<file path="config.mk">
export PLATFORM = sky130hd
export DESIGN_NAME = rgbw_cmd_ctrl_flat
export DESIGN_NICKNAME = d
export VERILOG_FILES = /design/src/rtl/rgbw_pkg.sv /design/src/rtl/rgbw_cmd_ctrl_if.sv /design/src/rtl/rgbw_reg_bank.sv /design/src/rtl/rgbw_cmd_ctrl.sv /design/src/flat_wrapper.sv
export SDC_FILE = /design/constraint.sdc
export NUM_CORES = 1
export LEC_CHECK = 0
export BUFFER_PORTS_ARGS = -buffer_cell sky130_fd_sc_hd__buf_2
export CAP_MARGIN = 20
export CORE_MARGIN = 2
export CORE_UTILIZATION = 50
export CTS_BUF_LIST = sky130_fd_sc_hd__clkbuf_8
export CTS_CLUSTER_DIAMETER = 80
export DETAILED_ROUTE_END_ITERATION = 10
export PLACE_DENSITY = 0.69
export REMOVE_ABC_BUFFERS = 1
export SLEW_MARGIN = 20
export SYNTH_ARGS = -nofsm -noshare
export SYNTH_HDL_FRONTEND = slang
export SYNTH_SLANG_ARGS = --single-unit
</file>
<file path="constraint.sdc">
create_clock -name clk -period 2.08 [get_ports clk]
set_input_delay 0.416 -clock clk [delete_from_list [all_inputs] [get_ports clk]]
set_output_delay 0.416 -clock clk [all_outputs]
set_load 0.01 [all_outputs]
</file>
<file path="src/rtl/rgbw_pkg.sv">
// Shared constants and types for the RGBW command sequencer.
package rgbw_pkg;

  // Register map: six live channel registers, two reserved slots.
  localparam int REG_COUNT = 8;
  localparam int CH_COUNT  = 6;
  localparam int ADDR_W    = $clog2(REG_COUNT);

  localparam logic [ADDR_W-1:0] IDX_RED       = 3'd0;
  localparam logic [ADDR_W-1:0] IDX_GREEN     = 3'd1;
  localparam logic [ADDR_W-1:0] IDX_BLUE      = 3'd2;
  localparam logic [ADDR_W-1:0] IDX_WHITE     = 3'd3;
  localparam logic [ADDR_W-1:0] IDX_INTENSITY = 3'd4;
  localparam logic [ADDR_W-1:0] IDX_MODE      = 3'd5;

  // Header opcodes, carried in the upper nibble of the first byte.
  localparam logic [3:0] OP_WRITE = 4'h1;
  localparam logic [3:0] OP_BURST = 4'h2;
  localparam logic [3:0] OP_LATCH = 4'h3;
  localparam logic [3:0] OP_CLEAR = 4'h4;

  typedef enum logic [1:0] {
    ST_IDLE    = 2'd0,
    ST_DATA    = 2'd1,
    ST_BURST   = 2'd2,
    ST_DISCARD = 2'd3
  } state_e;

  // True when the address maps onto a live channel register.
  function automatic logic is_channel(input logic [ADDR_W-1:0] addr);
    return (addr < 3'd6);
  endfunction

endpackage

</file>
<file path="src/rtl/rgbw_cmd_ctrl_if.sv">
// Byte stream from the SPI receiver, framed by the active-low chip select.
interface rgbw_cmd_ctrl_if;
  logic       cs;
  logic       rx_rdy;
  logic [7:0] rx_data;

  modport master (output cs, output rx_rdy, output rx_data);
  modport slave  (input  cs, input  rx_rdy, input  rx_data);
endinterface

</file>
<file path="src/rtl/rgbw_reg_bank.sv">
// Shadow/active register bank with write, clear, atomic copy and dirty tracking.
module rgbw_reg_bank
  import rgbw_pkg::*;
(
  input  logic                          clk,
  input  logic                          reset,
  input  logic                          wr_en,
  input  logic [ADDR_W-1:0]             wr_addr,
  input  logic [7:0]                    wr_data,
  input  logic                          clr,
  input  logic                          copy,
  output logic [CH_COUNT-1:0][7:0]      active,
  output logic                          dirty
);

  logic [CH_COUNT-1:0][7:0] shadow_q, shadow_d;
  logic [CH_COUNT-1:0][7:0] active_q, active_d;
  logic                     dirty_q,  dirty_d;

  // Next-state of shadow, active and dirty; reserved-slot writes fall through untouched.
  always_comb begin
    shadow_d = shadow_q;
    active_d = active_q;
    dirty_d  = dirty_q;
    if (clr) begin
      shadow_d = '0;
      dirty_d  = 1'b1;
    end else if (wr_en && is_channel(wr_addr)) begin
      shadow_d[wr_addr] = wr_data;
      dirty_d           = 1'b1;
    end else begin
      dirty_d = dirty_q;
    end
    if (copy) begin
      active_d = shadow_q;
      dirty_d  = 1'b0;
    end else begin
      active_d = active_q;
    end
  end

  // Bank registers with synchronous reset.
  always_ff @(posedge clk) begin
    if (reset) begin
      shadow_q <= '0;
      active_q <= '0;
      dirty_q  <= 1'b0;
    end else begin
      shadow_q <= shadow_d;
      active_q <= active_d;
      dirty_q  <= dirty_d;
    end
  end

  assign active = active_q;
  assign dirty  = dirty_q;

endmodule

</file>
<file path="src/rtl/rgbw_cmd_ctrl.sv">
// Frame decoder: turns the SPI byte stream into shadow writes and latches to the PWM bank.
module rgbw_cmd_ctrl
  import rgbw_pkg::*;
#(
  parameter bit AUTO_LATCH = 1'b1
) (
  input  logic                  clk,
  input  logic                  reset,
  rgbw_cmd_ctrl_if.slave        rx,
  output logic [7:0]            red,
  output logic [7:0]            green,
  output logic [7:0]            blue,
  output logic [7:0]            white,
  output logic [7:0]            intensity,
  output logic [7:0]            mode,
  output logic                  update,
  output logic                  frame_err
);

  state_e              state_q, state_d;
  logic [ADDR_W-1:0]   addr_q, addr_d;
  logic                cs_q, cs_d;
  logic                update_q, update_d;
  logic                frame_err_q, frame_err_d;

  logic                wr_en_s;
  logic [ADDR_W-1:0]   wr_addr_s;
  logic                clr_s;
  logic                copy_s;
  logic                dirty_s;
  logic                cs_rise_s;
  logic [3:0]          opcode_s;
  logic [3:0]          arg_s;
  logic [CH_COUNT-1:0][7:0] active_s;

  assign opcode_s  = rx.rx_data[7:4];
  assign arg_s     = rx.rx_data[3:0];
  assign cs_rise_s = rx.cs & ~cs_q;

  // Next-state, bank controls and pulse outputs; a high chip select overrides any byte.
  always_comb begin
    state_d     = state_q;
    addr_d      = addr_q;
    cs_d        = rx.cs;
    update_d    = 1'b0;
    frame_err_d = 1'b0;
    wr_en_s     = 1'b0;
    wr_addr_s   = addr_q;
    clr_s       = 1'b0;
    copy_s      = 1'b0;

    if (rx.cs) begin
      state_d     = ST_IDLE;
      frame_err_d = (state_q == ST_DATA);
      if (cs_rise_s && dirty_s && AUTO_LATCH) begin
        copy_s   = 1'b1;
        update_d = 1'b1;
      end else begin
        copy_s = 1'b0;
      end
    end else if (rx.rx_rdy) begin
      case (state_q)
        ST_IDLE: begin
          case (opcode_s)
            OP_WRITE: begin
              if (!arg_s[3]) begin
                state_d = ST_DATA;
                addr_d  = arg_s[2:0];
              end else begin
                state_d     = ST_DISCARD;
                frame_err_d = 1'b1;
              end
            end
            OP_BURST: begin
              if (!arg_s[3]) begin
                state_d = ST_BURST;
                addr_d  = arg_s[2:0];
              end else begin
                state_d     = ST_DISCARD;
                frame_err_d = 1'b1;
              end
            end
            OP_LATCH: begin
              state_d = ST_DISCARD;
              if (arg_s == 4'h0) begin
                copy_s   = 1'b1;
                update_d = 1'b1;
              end else begin
                frame_err_d = 1'b1;
              end
            end
            OP_CLEAR: begin
              state_d = ST_DISCARD;
              if (arg_s == 4'h0) begin
                clr_s = 1'b1;
              end else begin
                frame_err_d = 1'b1;
              end
            end
            default: begin
              state_d     = ST_DISCARD;
              frame_err_d = 1'b1;
            end
          endcase
        end
        ST_DATA: begin
          wr_en_s = 1'b1;
          state_d = ST_DISCARD;
        end
        ST_BURST: begin
          wr_en_s = 1'b1;
          addr_d  = addr_q + 3'd1;
        end
        ST_DISCARD: begin
          frame_err_d = 1'b1;
        end
        default: begin
          state_d = ST_IDLE;
        end
      endcase
    end else begin
      state_d = state_q;
    end
  end

  // Sequencer state, address counter, chip-select history and output pulses.
  always_ff @(posedge clk) begin
    if (reset) begin
      state_q     <= ST_IDLE;
      addr_q      <= 3'd0;
      cs_q        <= 1'b1;
      update_q    <= 1'b0;
      frame_err_q <= 1'b0;
    end else begin
      state_q     <= state_d;
      addr_q      <= addr_d;
      cs_q        <= cs_d;
      update_q    <= update_d;
      frame_err_q <= frame_err_d;
    end
  end

  rgbw_reg_bank u_bank (
    .clk     (clk),
    .reset   (reset),
    .wr_en   (wr_en_s),
    .wr_addr (wr_addr_s),
    .wr_data (rx.rx_data),
    .clr     (clr_s),
    .copy    (copy_s),
    .active  (active_s),
    .dirty   (dirty_s)
  );

  assign red       = active_s[IDX_RED];
  assign green     = active_s[IDX_GREEN];
  assign blue      = active_s[IDX_BLUE];
  assign white     = active_s[IDX_WHITE];
  assign intensity = active_s[IDX_INTENSITY];
  assign mode      = active_s[IDX_MODE];
  assign update    = update_q;
  assign frame_err = frame_err_q;

endmodule

</file>
<file path="src/flat_wrapper.sv">
// flat-port wrapper written by rule: the top's interface ports become plain ports
module rgbw_cmd_ctrl_flat import rgbw_pkg::*;
#(
  parameter bit AUTO_LATCH = 1'b1
)
  (clk, reset, red, green, blue, white, intensity, mode, update, frame_err, rx_cs, rx_rx_rdy, rx_rx_data);
  rgbw_cmd_ctrl_if rx_i ();
  input  logic clk;
  input  logic reset;
  output logic [7:0] red;
  output logic [7:0] green;
  output logic [7:0] blue;
  output logic [7:0] white;
  output logic [7:0] intensity;
  output logic [7:0] mode;
  output logic update;
  output logic frame_err;
  input wire logic [$bits(rx_i.cs)-1:0] rx_cs;
  input wire logic [$bits(rx_i.rx_rdy)-1:0] rx_rx_rdy;
  input wire logic [$bits(rx_i.rx_data)-1:0] rx_rx_data;
  assign rx_i.cs = rx_cs;
  assign rx_i.rx_rdy = rx_rx_rdy;
  assign rx_i.rx_data = rx_rx_data;
  rgbw_cmd_ctrl #(.AUTO_LATCH(AUTO_LATCH)) u_core (.clk(clk), .reset(reset), .rx(rx_i), .red(red), .green(green), .blue(blue), .white(white), .intensity(intensity), .mode(mode), .update(update), .frame_err(frame_err));
endmodule
</file>
==> results of run 1 <==
==> registers in the layout, summed over array words and instances, names as in the netlist <==
register,flops
u_core.addr_q,3
u_core.u_bank.dirty,1
u_core.u_bank.active,48
u_core.state_q,2
u_core.cs_q,1
u_core.update,1
u_core.frame_err,1
u_core.u_bank.shadow_q,48
==> metrics by stage <==
step	util	hold WS, ns
after floorplan	-	0.436
after global placement	0.563	0.448
after detailed placement	0.563	0.450
after CTS	0.587	0.359
after global routing	0.591	0.382
final	0.591	0.380
==> synthesized netlist by cell type <==
| master | instances | share of area |
|---|---|---|
| nor4_4 | 1 | 0.0052 |
| nor2b_1 | 2 | 0.0030 |
| and3_1 | 4 | 0.0061 |
| buf_4 | 5 | 0.0092 |
| dfxtp_1 | 105 | 0.51 |
| a31oi_4 | 1 | 0.0052 |
| nand3_1 | 11 | 0.013 |
| and4bb_2 | 1 | 0.0030 |
| o22ai_1 | 1 | 0.0015 |
| a211oi_1 | 2 | 0.0037 |
| a31oi_1 | 2 | 0.0030 |
| o41ai_1 | 1 | 0.0021 |
| mux2i_1 | 88 | 0.21 |
| buf_2 | 10 | 0.012 |
| o31ai_1 | 1 | 0.0018 |
| and3b_1 | 3 | 0.0064 |
| a2111oi_0 | 2 | 0.0043 |
| o21a_1 | 1 | 0.0018 |
| nor4b_1 | 1 | 0.0021 |
| a21oi_1 | 14 | 0.017 |
| nand3_2 | 1 | 0.0024 |
| nor2_1 | 94 | 0.086 |
| buf_6 | 3 | 0.0082 |
| a2bb2oi_1 | 2 | 0.0043 |
| nand2_1 | 13 | 0.012 |
| ha_1 | 5 | 0.015 |
| nor3b_1 | 1 | 0.0018 |
| clkbuf_1 | 12 | 0.011 |
| inv_1 | 9 | 0.0082 |
| nand2b_1 | 3 | 0.0046 |
| xor2_1 | 1 | 0.0021 |
| nor3_1 | 3 | 0.0037 |
| o21ai_0 | 2 | 0.0024 |
| nor4_1 | 1 | 0.0015 |
| and2_1 | 1 | 0.0015 |
| nand4_1 | 1 | 0.0015 |
| and4bb_1 | 1 | 0.0030 |
| o311ai_0 | 1 | 0.0021 |
==> cells by family after synthesis <==
logic type,count (synthesis)
buffers and inverters,39
flip-flops,105
XOR/XNOR,1
multiplexers,88
adder cells (fa/ha/maj),5
AND/OR/NAND/NOR,142
AO/OA/AOI/OAI,30
==> cell type report <==
type,instances,area [sq um],share of cell area
Multi-Input combinational cell,266,1810,0.378
Clock inverter,6,57.6,0.0120
Inverter,9,33.8,0.00707
Sequential cell,105,2100,0.440
Clock buffer,10,138,0.0288
Tap cell,105,131,0.0275
Timing Repair Buffer,81,510,0.107
==> worst paths after layout <==
| kind | endpoint | slack (ns) |
|---|---|---|
| worst max-delay path | u_core.u_bank.active[44] | 0.11 |
| worst min-delay path | u_core.addr_q[1] | 0.38 |
| worst max register to register | u_core.u_bank.active[44] | 0.11 |
| worst min register to register | u_core.u_bank.shadow_q[0] | 0.46 |
==> repair_timing <==
action                                  CTS  global route
buffers inserted                          0             0
resized for setup                         0             1
endpoints found under the setup margin    0             3
hold buffers                              0             0
==> power breakdown <==
part	leakage [nW]	switching [mW]	internal, mW
clock	0.108	0.648	0.584
sequential	0.846	0.00727	2.02
combinational	1.42	0.122	0.0630
total	2.37	0.777	2.67
==> layer usage <==
metal  vias up  GRT usage  share of wire
li1       1505          -              -
met1      1425      0.251           0.46
met2        77      0.332           0.48
met3        13     0.0343          0.044
met4         0     0.0797          0.017
met5         -          0              0
==> out/qor.txt, run 1 <==
run status: finished clean
CTS root buffer: clkbuf_8
Compound-Gate Fraction of Synth Area: 0.0494
most frequent cells in the layout: dfxtp_1, nor2_1, mux2i_1
Area Growth Syn to Fin: 16.5%
Worst Path Arrival: 2.21 ns
setup TNS: 0 ns
R2R Path Start: u_core.state_q[0]
H-tree levels: 3
critical path's slowest cell: dfxtp_1
Netlist Area Pre-Place: 0.00410 sq mm
reg2reg path depth: 7
Die Y: 94.6 um
Post-DP Area: 0.00455 sq mm
worst slew pin tran: 0.453 ns
clk slew on worst S/H paths: 0.10 ns
DP Worst Slack: 0.144 ns
non-filler instance count after layout: 582
simple-gate area share of the yosys netlist: 0.157
# IOs: 62
final worst slack: 0.110 ns
CP cell instances: inv_1 > ha_1 > and4bb_1 > a31oi_4 > clkbuf_16 > mux2i_1 > nor2_1
first-pass GRT wire length: 13700 um
Port Buffers: 61
CP startpoint: u_core.state_q[0]
synthesized netlist cell count: 410
CTS max path bufs: 2
max-slew violations: 0
Worst Setup Path Type: reg2reg
Tmin final: 1.97 ns
fin crit share: 0.947
initial antenna violation count: 0
Ant. Diodes: 0
Hold WC Path Type: in2reg
total power: 3.44 mW
DIE WIDTH: 94.6 um
number of nets still failing antenna checks after routing: 0
post-synthesis mux area share: 0.215
Max-slew headroom: 0.696
detailed placer's ending HPWL: 5940 um
Placer Congestion: 0.922
Iter 0 DRT Violations: 158
setup violators final: 0
Overflow after GRT: 0
Die ar.: 0.00895 sq mm
Post-Synth Adder-Cell Area: 0.0152
Starting Density: 0.507
vias in the first global route: 2804
Via-to-Cell Ratio: 5.19
Pwr Density: 720 mW/mm^2
cell family with most CP delay: flip-flops
final hold violation count: 0
cts bufs inserted: 9
Syn Area/Cell: 10.0 sq um
worst vdd ir: 0.365 mV
Req. time, crit path: 2.32 ns
Residual DRC: 0
CP max stage delay: 0.39 ns
WP buf/inv: 2
Rows: 33
Pre-antenna DRT Iters: 4
proportion of layout cells with a drive suffix above 1: 0.212
WL final: 8720 um
Clock Skews: 0.0115 ns
WL/cell: 15.0 um
Worst Min Path Start: reset
Setup crit end kind: flip-flop
Vias: 3020
post-synthesis sequential area ratio: 0.512
Post-Synth XOR/XNOR Area: 0.00213
count of different cell masters after synthesis: 38
register bit total from synthesis: 105
# fillers: 764
largest net degree at the start of global routing: 49
core area: 0.00809 sq mm
RSZ-0062 raised after global routing: no
gr usage total: 0.197
# placed instances: 565
clock sink count: 105
worst hold path depth: 2
startpoint type of the worst setup path: flip-flop
synth warn: 0
Design Area, Final: 0.00478 sq mm
most common cell after layout, fill and taps aside: dfxtp_1
CP max FO: 15
combinational family with the most area after synthesis: multiplexers
Levels on crit path: 7
max-cap viol count: 0
nets: 489
CTS tree: yes
Clock Latency Late Sink: 0.35 ns
Max Fclk: 508 MHz
Pleak: 2.37 nW
Power figures use the tool's default switching activity.
==> run 2: changes to the inputs <==
ABC_AREA = 1   (was not set)
SETUP_SLACK_MARGIN = 0.5   (was not set)
==> run 2 against run 1 <==
Against the previous run: critical path type unchanged; non-clock buffer count up 3; worst hold slack worse by 0.091 ns; largest power group unchanged; first-iteration DRC count up 56%.
==> out/qor.txt, run 2 <==
run status: finished clean
worst slew pin tran: 0.348 ns
Max Fclk: 648 MHz
CP max stage delay: 0.35 ns
Die ar.: 0.00952 sq mm
cell family with most CP delay: buffers and inverters
clock sink count: 105
Area Growth Syn to Fin: 19.2%
Max-slew headroom: 0.768
initial antenna violation count: 0
Vias: 3633
Setup crit end kind: flip-flop
RSZ-0062 raised after global routing: yes
# placed instances: 676
CP max FO: 8
number of nets still failing antenna checks after routing: 0
Hold WC Path Type: in2reg
register bit total from synthesis: 105
DP Worst Slack: 0.306 ns
Rows: 34
Port Buffers: 61
top cells by area, synth: dfxtp_1, nand2_1, a21oi_1
startpoint type of the worst setup path: flip-flop
Pre-antenna DRT Iters: 4
clk slew on worst S/H paths: 0.09 ns
worst reg-to-reg setup slack: 0.54 ns
CTS max path bufs: 2
Syn Area/Cell: 8.31 sq um
first-pass GRT wire length: 16700 um
most common cell in the synthesized netlist: nand2_1
non-filler instance count after layout: 708
final worst slack: 0.537 ns
Iter 0 DRT Violations: 247
Clock Latency Late Sink: 0.36 ns
# fillers: 762
Req. time, crit path: 2.32 ns
Residual DRC: 0
CP cell instances: inv_2 > ha_4 > o21ai_4 > nor2_8 > buf_4 > nand4_1 > buf_4 > nand2_1 > a21oi_1
setup TNS: 0 ns
synthesized netlist cell count: 527
Die Y: 97.6 um
Ant. Diodes: 0
Placer Congestion: 0.919
Synth Flop Type: dfxtp_1
core area: 0.00859 sq mm
post-synthesis sequential area ratio: 0.480
H-tree levels: 3
Tmin final: 1.54 ns
area leader, netlist: dfxtp_1
most used cell, CP: buf_4
post-synth top area share: 0.480
top cells by count, synth: nand2_1, dfxtp_1, inv_1, a21oi_1, o21ai_0
nets: 612
CTS root buffer: clkbuf_8
Via-to-Cell Ratio: 5.13
most common cell after layout, fill and taps aside: nand2_1
Pwr Density: 685 mW/mm^2
detailed placer's ending HPWL: 6300 um
setup violators final: 0
max-slew violations: 0
gr usage total: 0.216
most frequent cells in the layout: nand2_1, dfxtp_1, buf_2
DIE WIDTH: 97.6 um
number of hold buffers added after CTS: 0
Clock Skews: 0.0141 ns
WL/cell: 14.7 um
WP buf/inv: 3
fraction of registers with async set/reset: 0
max-cap viol count: 0
Worst Path Arrival: 1.78 ns
Overflow after GRT: 0
count of different cell masters after synthesis: 28
synth warn: 0
largest net degree at the start of global routing: 27
cts bufs inserted: 9
vias in the first global route: 3472
Post-synth EDFFs: 0
CTS tree: yes
final hold violation count: 0
worst vdd ir: 0.360 mV
# IOs: 62
critical path's slowest cell: dfxtp_2
Worst Setup Path Type: reg2reg
Netlist Area Pre-Place: 0.00438 sq mm
WL final: 10400 um
fin crit share: 0.742
proportion of layout cells with a drive suffix above 1: 0.310
Pleak: 2.02 nW
Starting Density: 0.510
run 2: through the flow:
step,instance area [sq um],utilization,hold slack [ns],power [mW]
3_3_place_gp,4680,0.545,0.449,2.28
5_1_grt,5220,0.608,0.285,3.72
2_1_floorplan,4170,-,0.441,2.20
4_1_cts,5070,0.590,0.275,3.59
6_report,5220,0.608,0.289,3.58
3_5_place_dp,4680,0.545,0.453,2.29
run 2: cell families after synthesis:
family / count (synthesis) / synth area share
flip-flops: 105 / 0.480
AND/OR/NAND/NOR: 216 / 0.255
multiplexers: 1 / 0.00229
AO/OA/AOI/OAI: 107 / 0.143
buffers and inverters: 93 / 0.105
adder cells (fa/ha/maj): 5 / 0.0143
run 2: final cells by class:
type	instances	area (sq um)	share of cell area
clock buffer	10	138	0.0264
clock inverter	6	65.1	0.0125
inverter	66	248	0.0474
multi-input combinational	329	1910	0.365
sequential	105	2100	0.403
tap	108	135	0.0259
timing repair buffer	84	623	0.119
run 2: timing repair:
| action | in CTS | in global routing |
|---|---|---|
| resized for setup | 13 | 25 |
| pin swaps | 3 | 20 |
| endpoints found under the setup margin | 97 | 97 |
| setup buffers | 11 | 0 |
| cloned | 2 | 3 |
| endpoints found under the hold margin | 0 | 0 |
run 2: routing by layer:
layer / up-vias / global-route usage / share of wire
li1: 1837 / - / -
met1: 1696 / 0.281 / 0.45
met2: 90 / 0.345 / 0.48
met3: 10 / 0.0496 / 0.056
met4: 0 / 0.0897 / 0.013
met5: - / 0 / 0
run 2: path summary, 6_finish.rpt:
kind / from / to / depth (start not counted)
min reg2reg: u_core.u_bank.active[1] / u_core.u_bank.active[1] / 2
max: u_core.state_q[1] / u_core.u_bank.shadow_q[15] / 9
max reg2reg: u_core.state_q[1] / u_core.u_bank.shadow_q[15] / 9
min: reset / u_core.update / 2
run 2: report_power, final:
group	total, mW	internal, mW	switching (mW)
clock network	1.29	0.595	0.692
logic	0.257	0.0775	0.179
registers	2.03	2.02	0.0112
total	3.58	2.69	0.883
==> run 3: changes to the inputs <==
ABC_AREA = 0   (was 1)
clock period = 1.45 ns   (was 2.08 ns; I/O delays follow)
==> run 3 against run 2 <==
Against the previous run: the flow now finishes with violations (negative setup slack); design area rose by 20%; routed wire length rose by 17%; combinational power up 120%; core utilization up 17 points; via count fell by 3.7%; global-route usage increased by 6.3 points; sequential power is 43% higher; clock power increased by 47%; clock skew fell by 0.0057 ns; sequential cell count unchanged; worst hold slack improved by 0.022 ns; power increased by 50%; largest cell class unchanged; largest power group unchanged.
==> out/qor.txt, run 3 (synthesized netlist as in run 1, its figures left out) <==
run status: finished with violations
failing checks: negative setup slack
R2R Path Start: u_core.state_q[0]
reg2reg path depth: 8
nets: 558
CP startpoint: u_core.state_q[0]
CP max FO: 8
Worst Setup Path Type: reg2reg
gr usage total: 0.279
worst reg-to-reg setup slack: -0.33 ns
multi-input logic area: 0.00212 sq mm
Setup crit end kind: flip-flop
Hold WC Path Type: in2reg
worst setup path endpoint: u_core.u_bank.shadow_q[32]
initial antenna violation count: 0
clock sink count: 105
Port Buffers: 61
Clock Latency Late Sink: 0.36 ns
detailed placer's ending HPWL: 6470 um
DIE WIDTH: 94.6 um
Pwr Density: 853 mW/mm^2
WL/cell: 18.7 um
largest net degree at the start of global routing: 27
clk slew on worst S/H paths: 0.10 ns
Pre-antenna DRT Iters: 4
most common cell after layout, fill and taps aside: nor2_1
# fillers: 494
worst slew pin tran: 0.664 ns
H-tree levels: 3
first-pass GRT wire length: 18800 um
Starting Density: 0.507
Overflow after GRT: 0
number of hold buffers added after CTS: 0
Via-to-Cell Ratio: 5.38
# IOs: 62
final worst slack: -0.328 ns
vias in the first global route: 3525
setup TNS: -21.26 ns
max-cap viol count: 0
Die Y: 94.6 um
Area Growth Syn to Fin: 53.3%
worst vdd ir: 0.729 mV
setup violators final: 102
fin crit share: 1.23
WL final: 12200 um
final hold violation count: 0
most frequent cells in the layout: nor2_1, mux2i_1, buf_6
Max Fclk: 562 MHz
RSZ-0062 raised after global routing: yes
non-filler instance count after layout: 651
CTS tree: yes
Post-DP Area: 0.00477 sq mm
Vias: 3500
Residual DRC: 0
Design Area, Final: 0.00629 sq mm
Pleak: 2.88 nW
Placer Congestion: 0.937
Rows: 33
startpoint type of the worst setup path: flip-flop
# placed instances: 587
Worst Path Arrival: 2.03 ns
Tmin final: 1.78 ns
Iter 0 DRT Violations: 164
cts bufs inserted: 9
Max-slew headroom: 0.557
CTS root buffer: clkbuf_8
CTS max path bufs: 2
proportion of layout cells with a drive suffix above 1: 0.487
Die ar.: 0.00895 sq mm
reg-to-reg endpoint: u_core.u_bank.shadow_q[32]
Req. time, crit path: 1.70 ns
core area: 0.00809 sq mm
Clock Skews: 0.00836 ns
Reg area: 0.00217 sq mm
number of nets still failing antenna checks after routing: 0
final core occ: 0.777
max-slew violations: 0
Ant. Diodes: 0
## run 3: cell count changes in the layout (fill, tap and decap cells not counted), moves of 37 or more
cell and change:
buf_6 +60, buf_2 -49, dfxtp_1 -49, a21oi_1 -37
nor2_1 +80, dfxtp_2 +49, buf_4 +45, nand2_1 -104
inv_1 -54, mux2i_1 +80
## run 3: through the flow
stage | total power, mW | setup WS [ns] | hold WS (ns)
global placement | 3.28 | -0.333 | 0.447
floorplan | 3.08 | -1.18 | 0.362
global route | 5.52 | -0.365 | 0.286
detailed placement | 3.28 | -0.307 | 0.455
CTS | 5.32 | -0.196 | 0.265
finish | 5.36 | -0.328 | 0.311
## run 3: timing repair
action	CTS	global route
cloned	8	0
endpoints found under the setup margin	154	154
gates resized for setup	169	21
buffers inserted	30	10
pin swaps	26	14
## run 3: critical path: stages, from the launching register on
cell and delay (ns):
dfxtp_2 0.35, inv_2 0.05, ha_4 0.28, buf_6 0.11, nor3b_4 0.19, and3_4 0.22
buf_12 0.13, mux2i_1 0.25, nor2_1 0.08
## run 3: power by group
group          total (mW)  leakage, nW  internal [mW]  switching [mW]
Combinational       0.561         1.90          0.264           0.297
Clock                1.90        0.102          0.902           0.995
Sequential           2.91        0.872           2.90          0.0112
Total                5.36         2.88           4.06            1.30
## run 3: layout make-up
| cell class | count | share of cell area |
|---|---|---|
| timing repair buffer | 150 | 0.257 |
| multi-input combinational | 266 | 0.338 |
| inverter | 9 | 0.00577 |
| clock inverter | 5 | 0.00995 |
| tap | 105 | 0.0209 |
| clock buffer | 11 | 0.0241 |
| sequential | 105 | 0.344 |
## run 3: worst min path at each step
stage / depth (start not counted) / from / end / slack, ns
after floorplan: 1 / reset / u_core.u_bank.active[0] / 0.36
after global placement: 2 / u_core.u_bank.shadow_q[6] / u_core.u_bank.shadow_q[6] / 0.45
after detailed placement: 2 / u_core.u_bank.shadow_q[5] / u_core.u_bank.shadow_q[5] / 0.45
after CTS: 2 / reset / u_core.addr_q[1] / 0.27
after global routing: 2 / reset / u_core.addr_q[1] / 0.29
final: 2 / reset / u_core.addr_q[1] / 0.31
## run 3: metal layers
| layer | up-vias | global-route usage | part of all wire | wire (um) |
|---|---|---|---|---|
| li1 | 1655 | - | - | - |
| met3 | 39 | 0.0591 | 0.050 | 611 |
| met1 | 1684 | 0.337 | 0.42 | 5050 |
| met4 | 0 | 0.126 | 0.043 | 525 |
| met2 | 122 | 0.476 | 0.49 | 5980 |
| met5 | - | 0 | 0 | 0 |
